<file path="src/rtl/ingress_pkg.sv">
// Shared types and default widths for the ingress framer.
// The structs are shaped for the default widths; modules with
// overridden widths declare matching local types with the same field order.
package ingress_pkg;

  localparam int DEF_DATA_W     = 16;
  localparam int DEF_PORT_W     = 4;
  localparam int DEF_PRI_W      = 3;
  localparam int DEF_LEN_W      = 9;
  localparam int DEF_PAGE_WORDS = 8;
  localparam int DEF_FIFO_DEPTH = 4;

  typedef enum logic [1:0] {
    ST_IDLE = 2'd0,
    ST_HEAD = 2'd1,
    ST_BODY = 2'd2,
    ST_DROP = 2'd3
  } ingress_state_t;

  // Header layout inside the low bits of the header beat (port lowest).
  typedef struct packed {
    logic [DEF_LEN_W-1:0]  len;
    logic [DEF_PRI_W-1:0]  prior;
    logic [DEF_PORT_W-1:0] port;
  } ingress_hdr_t;

  // One framed FIFO entry: beat data plus framing tags.
  typedef struct packed {
    logic [DEF_DATA_W-1:0] data;
    logic                  first;
    logic                  last;
    logic                  page_first;
    logic                  err;
  } ingress_entry_t;

endpackage

</file>
<file path="src/rtl/ingress_fifo.sv">
// First-word fall-through FIFO, parametrised by entry type and depth.
// A push into a full FIFO is accepted when a pop happens in the same cycle.
// Storage is not reset; the head is forced to zero while the FIFO is empty.
module ingress_fifo #(
  parameter type entry_t = logic,
  parameter int  DEPTH   = 4
) (
  input  logic                   sys_clk,
  input  logic                   sys_rst,
  input  logic                   push,
  input  entry_t                 push_entry,
  input  logic                   pop_rdy,
  output logic                   full,
  output logic                   head_vld,
  output entry_t                 head,
  output logic [$clog2(DEPTH):0] cnt
);

  localparam int AW = $clog2(DEPTH);

  entry_t        mem [DEPTH];
  logic [AW-1:0] wr_ptr;
  logic [AW-1:0] rd_ptr;
  logic          pop;
  logic          do_push;

  assign head_vld = (cnt != '0);
  assign full     = (cnt == (AW+1)'(DEPTH));
  assign pop      = head_vld && pop_rdy;
  assign do_push  = push && (!full || pop);
  assign head     = head_vld ? mem[rd_ptr] : '0;

  // Pointers and occupancy; pointers wrap naturally since DEPTH is a power of two.
  always_ff @(posedge sys_clk or posedge sys_rst) begin
    if (sys_rst) begin
      wr_ptr <= '0;
      rd_ptr <= '0;
      cnt    <= '0;
    end else begin
      if (do_push) wr_ptr <= wr_ptr + 1'b1;
      if (pop)     rd_ptr <= rd_ptr + 1'b1;
      case ({do_push, pop})
        2'b10:   cnt <= cnt + 1'b1;
        2'b01:   cnt <= cnt - 1'b1;
        default: ;
      endcase
    end
  end

  // Entry storage write.
  always_ff @(posedge sys_clk) begin
    if (do_push) mem[wr_ptr] <= push_entry;
  end

endmodule

</file>
<file path="src/rtl/ingress_framer.sv">
// Ingress framer: turns the sop/vld/eop beat stream into tagged FIFO entries.
// Optional feature macro: INGRESS_LEN_CHECK_EN enables the declared-length
// check and the err_len pulse; without it err_len is 0 and err comes only from
// overflow or abort.
// Output handshake: an entry transfers in every cycle where out_vld and out_rdy
// are both high; out_vld never depends on out_rdy, and the head entry stays
// stable until it is popped.
module ingress_framer
  import ingress_pkg::*;
#(
  parameter int DATA_W     = DEF_DATA_W,
  parameter int PORT_W     = DEF_PORT_W,
  parameter int PRI_W      = DEF_PRI_W,
  parameter int LEN_W      = DEF_LEN_W,
  parameter int PAGE_WORDS = DEF_PAGE_WORDS,
  parameter int FIFO_DEPTH = DEF_FIFO_DEPTH
) (
  input  logic                        sys_clk,
  input  logic                        sys_rst,
  input  logic                        wr_sop,
  input  logic                        wr_vld,
  input  logic [DATA_W-1:0]           wr_data,
  input  logic                        wr_eop,
  output logic                        out_vld,
  input  logic                        out_rdy,
  output logic [DATA_W-1:0]           out_data,
  output logic                        out_first,
  output logic                        out_last,
  output logic                        out_page_first,
  output logic                        out_err,
  output logic                        hdr_vld,
  output logic [PORT_W-1:0]           hdr_port,
  output logic [PRI_W-1:0]            hdr_prior,
  output logic [LEN_W-1:0]            hdr_len,
  output logic                        err_len,
  output logic                        err_ovf,
  output logic [$clog2(FIFO_DEPTH):0] fifo_cnt,
  output ingress_state_t              state_dbg
);

  localparam int IDX_W = LEN_W + 1;
  localparam int PG_W  = $clog2(PAGE_WORDS);
  localparam int HDR_W = LEN_W + PRI_W + PORT_W;

  typedef struct packed {
    logic [DATA_W-1:0] data;
    logic              first;
    logic              last;
    logic              page_first;
    logic              err;
  } entry_t;

  typedef struct packed {
    logic [LEN_W-1:0]  len;
    logic [PRI_W-1:0]  prior;
    logic [PORT_W-1:0] port;
  } hdr_t;

  ingress_state_t   state, state_nxt;
  entry_t           hold, hold_nxt, new_entry, push_entry, fifo_head;
  logic             hold_vld, hold_vld_nxt;
  logic [IDX_W-1:0] idx, idx_nxt;
  logic             push, fifo_full, space, beat_new;
  logic             ovf, hdr_cap, len_bad, len_err;
  hdr_t             hdr_in;

  assign hdr_in    = hdr_t'(wr_data[HDR_W-1:0]);
  assign beat_new  = wr_vld && ((state == ST_HEAD) || (state == ST_BODY));
  // When full, out_vld is high, so out_rdy means a pop frees a slot this cycle.
  assign space     = !fifo_full || out_rdy;
  assign state_dbg = state;

`ifdef INGRESS_LEN_CHECK_EN
  assign len_bad = ((idx - IDX_W'(1)) != {1'b0, hdr_len});
`else
  assign len_bad = 1'b0;
`endif

  // FSM state register.
  always_ff @(posedge sys_clk or posedge sys_rst) begin
    if (sys_rst) state <= ST_IDLE;
    else         state <= state_nxt;
  end

  // FSM next state: sop always restarts framing; overflow diverts to DROP.
  always_comb begin
    state_nxt = state;
    if (wr_sop) begin
      state_nxt = ST_HEAD;
    end else begin
      case (state)
        ST_HEAD: if (wr_vld) state_nxt = ovf ? ST_DROP : ST_BODY;
        ST_BODY: begin
          if (wr_eop)              state_nxt = ST_IDLE;
          else if (wr_vld && ovf)  state_nxt = ST_DROP;
        end
        ST_DROP: if (wr_eop) state_nxt = ST_IDLE;
        default: ;
      endcase
    end
  end

  // Hold/push control: decides what leaves hold, what enters it, and errors.
  always_comb begin
    hold_nxt             = hold;
    hold_vld_nxt         = hold_vld;
    push                 = 1'b0;
    push_entry           = hold;
    ovf                  = 1'b0;
    hdr_cap              = 1'b0;
    len_err              = 1'b0;
    idx_nxt              = idx;
    new_entry.data       = wr_data;
    new_entry.first      = (state == ST_HEAD);
    new_entry.last       = 1'b0;
    new_entry.page_first = (state == ST_HEAD) || (idx[PG_W-1:0] == '0);
    new_entry.err        = 1'b0;
    if (wr_sop && (state == ST_BODY)) begin
      // Abort: the packet in flight ends on the beat sitting in hold.
      push_entry.last = 1'b1;
      push_entry.err  = 1'b1;
      if (space) begin
        push         = 1'b1;
        hold_vld_nxt = 1'b0;
      end else begin
        hold_nxt = push_entry;
      end
    end else if (wr_eop && (state == ST_BODY)) begin
      push_entry.last = 1'b1;
      push_entry.err  = hold.err | len_bad;
      len_err         = len_bad;
      if (space) begin
        push         = 1'b1;
        hold_vld_nxt = 1'b0;
      end else begin
        hold_nxt     = push_entry;
        hold_nxt.err = 1'b1;
        ovf          = 1'b1;
      end
    end else if (beat_new) begin
      if (hold_vld && !space) begin
        // No room for hold: drop the new beat and terminate what is held.
        // For a header this is the hold-busy case and drops the whole packet.
        hold_nxt.last = 1'b1;
        hold_nxt.err  = 1'b1;
        ovf           = 1'b1;
      end else begin
        push         = hold_vld;
        hold_nxt     = new_entry;
        hold_vld_nxt = 1'b1;
        hdr_cap      = (state == ST_HEAD);
        if (state == ST_HEAD) idx_nxt = IDX_W'(1);
        else if (!(&idx))     idx_nxt = idx + 1'b1;
      end
    end else if (hold_vld && hold.last && space) begin
      // Background drain of a terminated entry left in hold.
      push         = 1'b1;
      hold_vld_nxt = 1'b0;
    end
  end

  // Hold register, beat index, header fields and status pulses.
  always_ff @(posedge sys_clk or posedge sys_rst) begin
    if (sys_rst) begin
      hold      <= '0;
      hold_vld  <= 1'b0;
      idx       <= '0;
      hdr_vld   <= 1'b0;
      hdr_port  <= '0;
      hdr_prior <= '0;
      hdr_len   <= '0;
      err_len   <= 1'b0;
      err_ovf   <= 1'b0;
    end else begin
      hold     <= hold_nxt;
      hold_vld <= hold_vld_nxt;
      idx      <= idx_nxt;
      hdr_vld  <= hdr_cap;
      err_len  <= len_err;
      err_ovf  <= ovf;
      if (hdr_cap) begin
        hdr_port  <= hdr_in.port;
        hdr_prior <= hdr_in.prior;
        hdr_len   <= hdr_in.len;
      end
    end
  end

  ingress_fifo #(
    .entry_t (entry_t),
    .DEPTH   (FIFO_DEPTH)
  ) u_fifo (
    .sys_clk    (sys_clk),
    .sys_rst    (sys_rst),
    .push       (push),
    .push_entry (push_entry),
    .pop_rdy    (out_rdy),
    .full       (fifo_full),
    .head_vld   (out_vld),
    .head       (fifo_head),
    .cnt        (fifo_cnt)
  );

  assign out_data       = fifo_head.data;
  assign out_first      = fifo_head.first;
  assign out_last       = fifo_head.last;
  assign out_page_first = fifo_head.page_first;
  assign out_err        = fifo_head.err;

endmodule

</file>
<file path="config.mk">
export PLATFORM = sky130hd
export DESIGN_NAME = ingress_framer
export DESIGN_NICKNAME = d
export VERILOG_FILES = /design/src/rtl/ingress_pkg.sv /design/src/rtl/ingress_fifo.sv /design/src/rtl/ingress_framer.sv
export SDC_FILE = /design/constraint.sdc
export NUM_CORES = 1
export LEC_CHECK = 0
export CORE_MARGIN = 3
export CORE_UTILIZATION = 50
export CTS_CLUSTER_SIZE = 40
export DETAILED_ROUTE_END_ITERATION = 10
export MAX_ROUTING_LAYER = met4
export PLACE_DENSITY = 0.78
export SLEW_MARGIN = 20
export SYNTH_ARGS = -nofsm -noshare
export SYNTH_HDL_FRONTEND = slang
export SYNTH_SLANG_ARGS = --single-unit
export TNS_END_PERCENT = 5
</file>
<file path="constraint.sdc">
create_clock -name sys_clk -period 2.5 [get_ports sys_clk]
set_clock_uncertainty 0.1 [all_clocks]
set_input_delay 0.5 -clock sys_clk [delete_from_list [all_inputs] [get_ports sys_clk]]
set_output_delay 0.5 -clock sys_clk [all_outputs]
set_load 0.01 [all_outputs]
</file>
==> implementation parameters, run 1 <==
Parameter                              Value

Global route
  Initial antenna violation count ... 0
  Remaining Overflow, GRT ... 0
  Largest net degree at the start of global routing ... 32
  Vias in the first global route ... 3,892
  GR Util All Layers ... 0.214
  First-pass GRT wire length ... 20.4 mm

Placed design
  Number of buffer cells added on primary ports ... 65
  Cell Area, Placed ... 6940 µm²
  Setup slack after placement ... -340 ps
  Placer's final routability congestion estimate ... 0.816
  Placed instance count ... 611
  Detailed placer's ending HPWL ... 7.72 mm

Power and ir drop
  Fraction of power spent switching nets ... 0.305
  Power density of the placed cells ... 1350 nW/µm²
  Sequential cell fraction of total power ... 0.377
  Largest voltage drop on the vdd net ... 695 µV
  Power dissipated by switching net loads ... 3120 µW
  Clock share of power ... 0.243
  Leak Pwr ... 0.00311 µW
  Part of the total power dissipated in combinational logic ... 0.381
  Power Internal ... 7110 µW

Setup path
  Crit path required time ... 1900 ps
  Worst Setup Start Kind ... flip-flop
  Standard cell with the maximum stage delay on the critical path ... sky130_fd_sc_hd__mux4_2
  Maximum fanout along the worst path ... 6
  Cell Chain, Critical Path ... buf_6, mux4_2, and2_4, clkdlybuf4s15_2
  CP Buf/Inv Count ... 2
  Data arrival time of the worst path ... 1970 ps
  Family of cells with the greatest summed delay on the critical path ... multiplexers
  Endpoint type of the worst setup path ... output port
  Setup Crit Path Kind ... flip-flop to output port
  Worst path max stage delay ... 540 ps

Synthesis
  Top_reg_cell synth ... sky130_fd_sc_hd__edfxtp_1
  Share of synthesized area occupied by flip-flops and latches ... 0.653
  Async set-reset flop share out of synthesis ... 0.420
  Synth unique cells ... 57
  Post-Syn Instances ... 389
  Post-synthesis instance area ... 5900 µm²
  Synthesized area per cell ... 15.2 µm²
  Net Count, Synth ... 422
  Synth Warn # ... 0
  FF+latch count, synth ... 138
  Number of enable-type register cells in the synthesized netlist ... 80

Drt
  First drt pass iteration count ... 6
  Routed length per placed instance ... 19.7 µm
  Via-to-Cell Ratio ... 5.49
  1st-iter DRT viols ... 258
  Count of nets left with antenna violations after detail routing ... 0
  Drt total wl ... 12.8 mm
  Via count ... 3,566
  DRC ... 0

Floorplan
  Standard-cell rows ... 39
  Placeable core region ... 11,500 µm²
  Die Height ... 115 µm
  Die X ... 115 µm
  Number of top-level design ports ... 67
  Floorplan die area ... 13,100 µm²
  Starting density of the core ... 0.515

Layout
  # fillers ... 764
  Final core utilization ... 0.660
  Share of post-route cells with drive strength above 1 ... 0.285
  Area Overhead vs Synth ... 28.2%
  Non-Filler Cell Area, Final ... 7570 µm²
  Leading cell type in the layout, fill and taps excluded ... sky130_fd_sc_hd__edfxtp_1
  Post-layout nets ... 526
  Non-filler cells, final ... 649
  Antenna fix cells ... 0
  Most used cells in the layout excluding fill and tap cells ... sky130_fd_sc_hd__edfxtp_1, sky130_fd_sc_hd__nand2_1, sky130_fd_sc_hd__dfrtp_1

Status
  Failing checks ... setup timing
  Status ... finished with violations

Clocking
  CTS H-tree lvls ... 4
  Clock tree from TritonCTS ... done
  Clock latency reported for the late side of the worst-skew pair ... 410 ps
  CTS root buffer ... sky130_fd_sc_hd__clkbuf_16
  TritonCTS Buffers ... 17
  Clock sink total ... 138
  Buffers from clock root to sink, at most ... 2
  Hold buffer count at CTS ... 0
  Clock Pin Slew Worst Setup and Hold Paths ... 60 ps

Timing
  Unrepaired setup endpoints after global routing ... true
  Maximum clock rate ... 390 MHz
  Final Setup Violations ... 4
  Fin crit period ... 2570 ps
  Final setup margin ... -66.5 ps
  Hold Vio Cnt, Final ... 0
  Number of pins with negative max-slew slack in the final report ... 0
  Portion of the clock cycle consumed by the worst path in the final layout ... 1.03

Run
  Number of max-cap violations ... 0

Worst hold path
  Worst Hold Class ... flip-flop to flip-flop
metrics by stage:
step                setup TNS (ps)  hold WS [ps]  power [µW]
finish                        -178           388       10200
global route                  -646           419       10800
CTS                           -756           390       10200
detailed placement           -5050           372        7660
global placement             -3990           363        7510
floorplan                    -4250           351        5890
per-layer routing:
layer  GRT usage  wire, µm
met1       0.251      5020
met2       0.360      6930
met3      0.0428       642
met4      0.0903       218
met5           -         0
sequential cells by signal, indices dropped and copies added, names as in the netlist:
name           count
hdr_prior          3
hold_vld           1
u_fifo.rd_ptr      2
hold              20
u_fifo.wr_ptr      2
u_fifo.mem        80
hdr_len            9
hdr_port           4
u_fifo.cnt         3
hdr_vld            1
err_ovf            1
idx               10
state_dbg          2
kinds of logic (layout without fill, tap and decap cells):
kind of cell,Yosys count,after routing,share of synthesized area
XOR/XNOR,6,6,0.00890
adder cells (fa/ha/maj),11,11,0.0246
AO/OA/AOI/OAI,36,36,0.0481
AND/OR/NAND/NOR,124,124,0.110
flip-flops,138,138,0.653
other,1,1,0.000635
multiplexers,41,41,0.125
buffers and inverters,32,149,0.0303
power by group through the flow:
stage          logic, µW  clock network (µW)  registers [µW]
5_1_grt             4220                2610            3940
4_1_cts             3840                2510            3820
3_5_place_dp        3820                   0            3840
3_3_place_gp        3740                   0            3780
2_1_floorplan       2090                   0            3800
6_report            3900                2480            3850
what timing repair did:
item,4_1_cts,5_1_grt
pin swaps,0,5
resized for setup,70,29
hold endpoints to repair,0,0
setup buffers,6,1
endpoints found under the setup margin,21,40
gates cloned,1,0
worst paths after layout:
kind,start,to,cells after the start,slack [ps]
max,u_fifo.rd_ptr[0]$_DFFE_PP0P_,out_page_first,4,-70
min,hold[0]$_DFFE_PP0N_,hold[0]$_DFFE_PP0N_,1,390
max reg2reg,u_fifo.cnt[0]$_DFFE_PP0P_,u_fifo.cnt[2]$_DFFE_PP0P_,9,100
min reg2reg,hold[0]$_DFFE_PP0N_,hold[0]$_DFFE_PP0N_,1,390
max in group asynchronous,sys_rst,u_fifo.rd_ptr[0]$_DFFE_PP0P_,3,1550
min in group asynchronous,sys_rst,hold[17]$_DFFE_PP0P_,3,400
synthesized netlist by cell type (4+ instances only):
cell	count	share of area
sky130_fd_sc_hd__dfrtp_1	58	0.25
sky130_fd_sc_hd__ha_1	10	0.021
sky130_fd_sc_hd__nand2_1	60	0.038
sky130_fd_sc_hd__o31ai_1	5	0.0064
sky130_fd_sc_hd__nor2_1	4	0.0025
sky130_fd_sc_hd__mux2i_1	4	0.0068
sky130_fd_sc_hd__mux2_4	15	0.038
sky130_fd_sc_hd__clkbuf_1	7	0.0045
sky130_fd_sc_hd__nand2b_1	7	0.0074
sky130_fd_sc_hd__inv_1	13	0.0083
sky130_fd_sc_hd__buf_2	4	0.0034
sky130_fd_sc_hd__mux4_2	20	0.076
sky130_fd_sc_hd__edfxtp_1	80	0.41
sky130_fd_sc_hd__nand3_1	4	0.0034
sky130_fd_sc_hd__and2_1	27	0.029
sky130_fd_sc_hd__a21oi_1	4	0.0034
sky130_fd_sc_hd__o21ai_0	4	0.0034
cell type report:
type	instances	area, µm²	share of cell area
timing repair buffer	103	986	0.130
multi-input combinational	219	1900	0.251
clock inverter	6	86.3	0.0114
inverter	14	52.6	0.00694
tap	143	179	0.0236
sequential	138	3850	0.509
clock buffer	26	509	0.0673
Power figures use the tool's default switching activity.
==> run 2: changes to the inputs <==
--- a/config.mk
+++ b/config.mk
@@ -5,6 +5,7 @@
 export SDC_FILE = /design/constraint.sdc
 export NUM_CORES = 1
 export LEC_CHECK = 0
+export CAP_MARGIN = 25
 export CORE_MARGIN = 3
 export CORE_UTILIZATION = 50
 export CTS_CLUSTER_SIZE = 40
@@ -15,4 +16,4 @@
 export SYNTH_ARGS = -nofsm -noshare
 export SYNTH_HDL_FRONTEND = slang
 export SYNTH_SLANG_ARGS = --single-unit
-export TNS_END_PERCENT = 5
+export TNS_END_PERCENT = 50
==> implementation parameters, run 2 (synthesis results as in run 1) <==
Parameter                              Value

Timing
  Fin crit period ... 2480 ps (-90.7 ps)
  Unrepaired setup endpoints after global routing ... true
  Portion of the clock cycle consumed by the worst path in the final layout ... 0.990 (-0.0363)
  Number of pins with negative max-slew slack in the final report ... 0 (unchanged)
  Hold Vio Cnt, Final ... 0 (unchanged)
  Max-Slew Margin vs Limit ... 0.632
  Slew of the pin with the lowest slew margin ... 552 ps
  Final Setup Violations ... 0 (-4)
  Maximum clock rate ... 404 MHz (+3.7%)
  Final setup margin ... 24.2 ps (+90.7 ps)

Floorplan
  Standard-cell rows ... 39 (unchanged)
  Number of top-level design ports ... 67 (unchanged)
  Die Height ... 115 µm (unchanged)
  Starting density of the core ... 0.515 (unchanged)
  Placeable core region ... 11,500 µm² (unchanged)
  Die X ... 115 µm (unchanged)
  Floorplan die area ... 13,100 µm² (unchanged)

Setup path
  Maximum fanout along the worst path ... 5 (-1)
  Worst Setup Start Kind ... flip-flop
  Data arrival time of the worst path ... 1880 ps (-90 ps)
  Crit path required time ... 1900 ps (about the same)
  Endpoint type of the worst setup path ... output port
  Setup Crit Path Kind ... flip-flop to output port

Clocking
  Clock latency reported for the late side of the worst-skew pair ... 410 ps (about the same)
  TritonCTS Buffers ... 17 (unchanged)
  CTS H-tree lvls ... 4 (unchanged)
  CTS root buffer ... sky130_fd_sc_hd__clkbuf_16
  Clock tree from TritonCTS ... done
  Clock Pin Slew Worst Setup and Hold Paths ... 50 ps (about the same)
  Buffers from clock root to sink, at most ... 2 (unchanged)
  Clock sink total ... 138 (unchanged)

Layout
  # fillers ... 785 (+2.7%)
  Sequential cell area in the final layout ... 3850 µm² (unchanged)
  Number of flip-flops in the largest register ... 80 (unchanged)
  Area Overhead vs Synth ... 28.8%
  Non-filler cells, final ... 644 (-0.77%)
  Post-layout nets ... 521 (-0.95%)
  Leading cell type in the layout, fill and taps excluded ... sky130_fd_sc_hd__edfxtp_1
  Non-Filler Cell Area, Final ... 7610 µm² (+0.50%)
  Multi-input logic area ... 1910 µm² (+0.33%)
  Register with the most flip-flops ... u_fifo.mem
  Most used cells in the layout excluding fill and tap cells ... sky130_fd_sc_hd__edfxtp_1, sky130_fd_sc_hd__nand2_1, sky130_fd_sc_hd__dfrtp_1
  Antenna fix cells ... 0 (unchanged)
  Top Registers ... u_fifo.mem x80, hold x20, idx x10
  Share of post-route cells with drive strength above 1 ... 0.291 (+0.00683)
  Final core utilization ... 0.663 (+0.00327)

Global route
  Vias in the first global route ... 3,838 (-1.4%)
  Initial antenna violation count ... 0 (unchanged)
  Largest net degree at the start of global routing ... 59 (+84%)
  First-pass GRT wire length ... 19.6 mm (-3.8%)
  Remaining Overflow, GRT ... 0 (unchanged)
  GR Util All Layers ... 0.204 (-0.00998)

Worst hold path
  Worst Hold Class ... input port to asynchronous set/reset pin

Placed design
  Number of buffer cells added on primary ports ... 65 (unchanged)
  Cell Area, Placed ... 6900 µm² (-0.51%)
  Setup slack after placement ... -386 ps (-46.0 ps)
  Placed instance count ... 606 (-0.82%)
  Placer's final routability congestion estimate ... 0.776 (-4.8%)
  Detailed placer's ending HPWL ... 7.24 mm (-6.3%)

Drt
  Count of nets left with antenna violations after detail routing ... 0 (unchanged)
  Routed length per placed instance ... 18.1 µm (-8.4%)
  Drt total wl ... 11.6 mm (-9.1%)
  Routed wire length on met3 ... 597 µm (-7.0%)
  DRC ... 0 (unchanged)
  Via count ... 3,475 (-2.6%)
  Top routing layer in use ... met4
  Post-route met1 wirelength ... 4.79 mm (-4.6%)
  1st-iter DRT viols ... 202 (-22%)
  First drt pass iteration count ... 4 (-2)
  Via-to-Cell Ratio ... 5.40 (-1.8%)
  Met2 WL ... 6.11 mm (-12%)

Run
  Number of max-cap violations ... 0 (unchanged)

Power and ir drop
  Leak Pwr ... 0.00313 µW (+0.67%)
  Largest voltage drop on the vdd net ... 757 µV (+9.0%)
  Power density of the placed cells ... 1350 nW/µm² (about the same)
  Total chip power ... 10,300 µW (+0.59%)

Status
  Status ... completed
==> run 2: final timing paths <==
path	slack (ps)	to	cells past startpoint	startpoint
min in group sys_clk	390	hold[0]$_DFFE_PP0N_	1	hold[0]$_DFFE_PP0N_
max in group asynchronous	1640	u_fifo.rd_ptr[0]$_DFFE_PP0P_	3	sys_rst
min	390	u_fifo.cnt[0]$_DFFE_PP0P_	3	sys_rst
min reg2reg	390	hold[0]$_DFFE_PP0N_	1	hold[0]$_DFFE_PP0N_
max	20	out_data[12]	5	u_fifo.rd_ptr[0]$_DFFE_PP0P_
max reg2reg	80	u_fifo.cnt[2]$_DFFE_PP0P_	9	u_fifo.cnt[1]$_DFFE_PP0P_
==> run 2: final cells by class <==
| cell class | count | share of cell area |
|---|---|---|
| Inverter | 14 | 0.00691 |
| Clock buffer | 18 | 0.0577 |
| Sequential cell | 138 | 0.507 |
| Timing Repair Buffer | 98 | 0.132 |
| Multi-Input combinational cell | 219 | 0.251 |
| Clock inverter | 14 | 0.0224 |
| Tap cell | 143 | 0.0235 |
==> run 2: routing by layer <==
layer / GRT usage / vias to the layer above
li1: - / 1619
met1: 0.245 / 1757
met2: 0.334 / 93
met3: 0.0455 / 6
met4: 0.0847 / 0
met5: - / -
==> run 2: per-stage QoR <==
| stage | hold slack [ps] | TNS, ps |
|---|---|---|
| 4_1_cts | 387 | -1.84 |
| 5_1_grt | 407 | -72.0 |
| 6_report | 389 | 0 |
| 3_3_place_gp | 369 | -6570 |
| 3_5_place_dp | 374 | -11720 |
| 2_1_floorplan | 351 | -1460 |
==> run 2: worst max-delay path, stage by stage, from the launching register on <==
cell	delay (ps)
sky130_fd_sc_hd__dfrtp_2	400
sky130_fd_sc_hd__buf_6	120
sky130_fd_sc_hd__buf_12	110
sky130_fd_sc_hd__mux4_2	530
sky130_fd_sc_hd__and2_4	180
sky130_fd_sc_hd__buf_6	110
==> run 2: repair_timing <==
action	CTS	global route
gates resized for setup	92	19
pin swaps	2	6
buffers inserted	3	0
hold buffers	0	0
cloned	3	0
setup endpoints to repair	21	54
==> run 2: report_power, final <==
group          internal (µW)  switching, µW
logic                   2200           1750
registers               3370            445
clock network           1600            928
total                   7170           3120
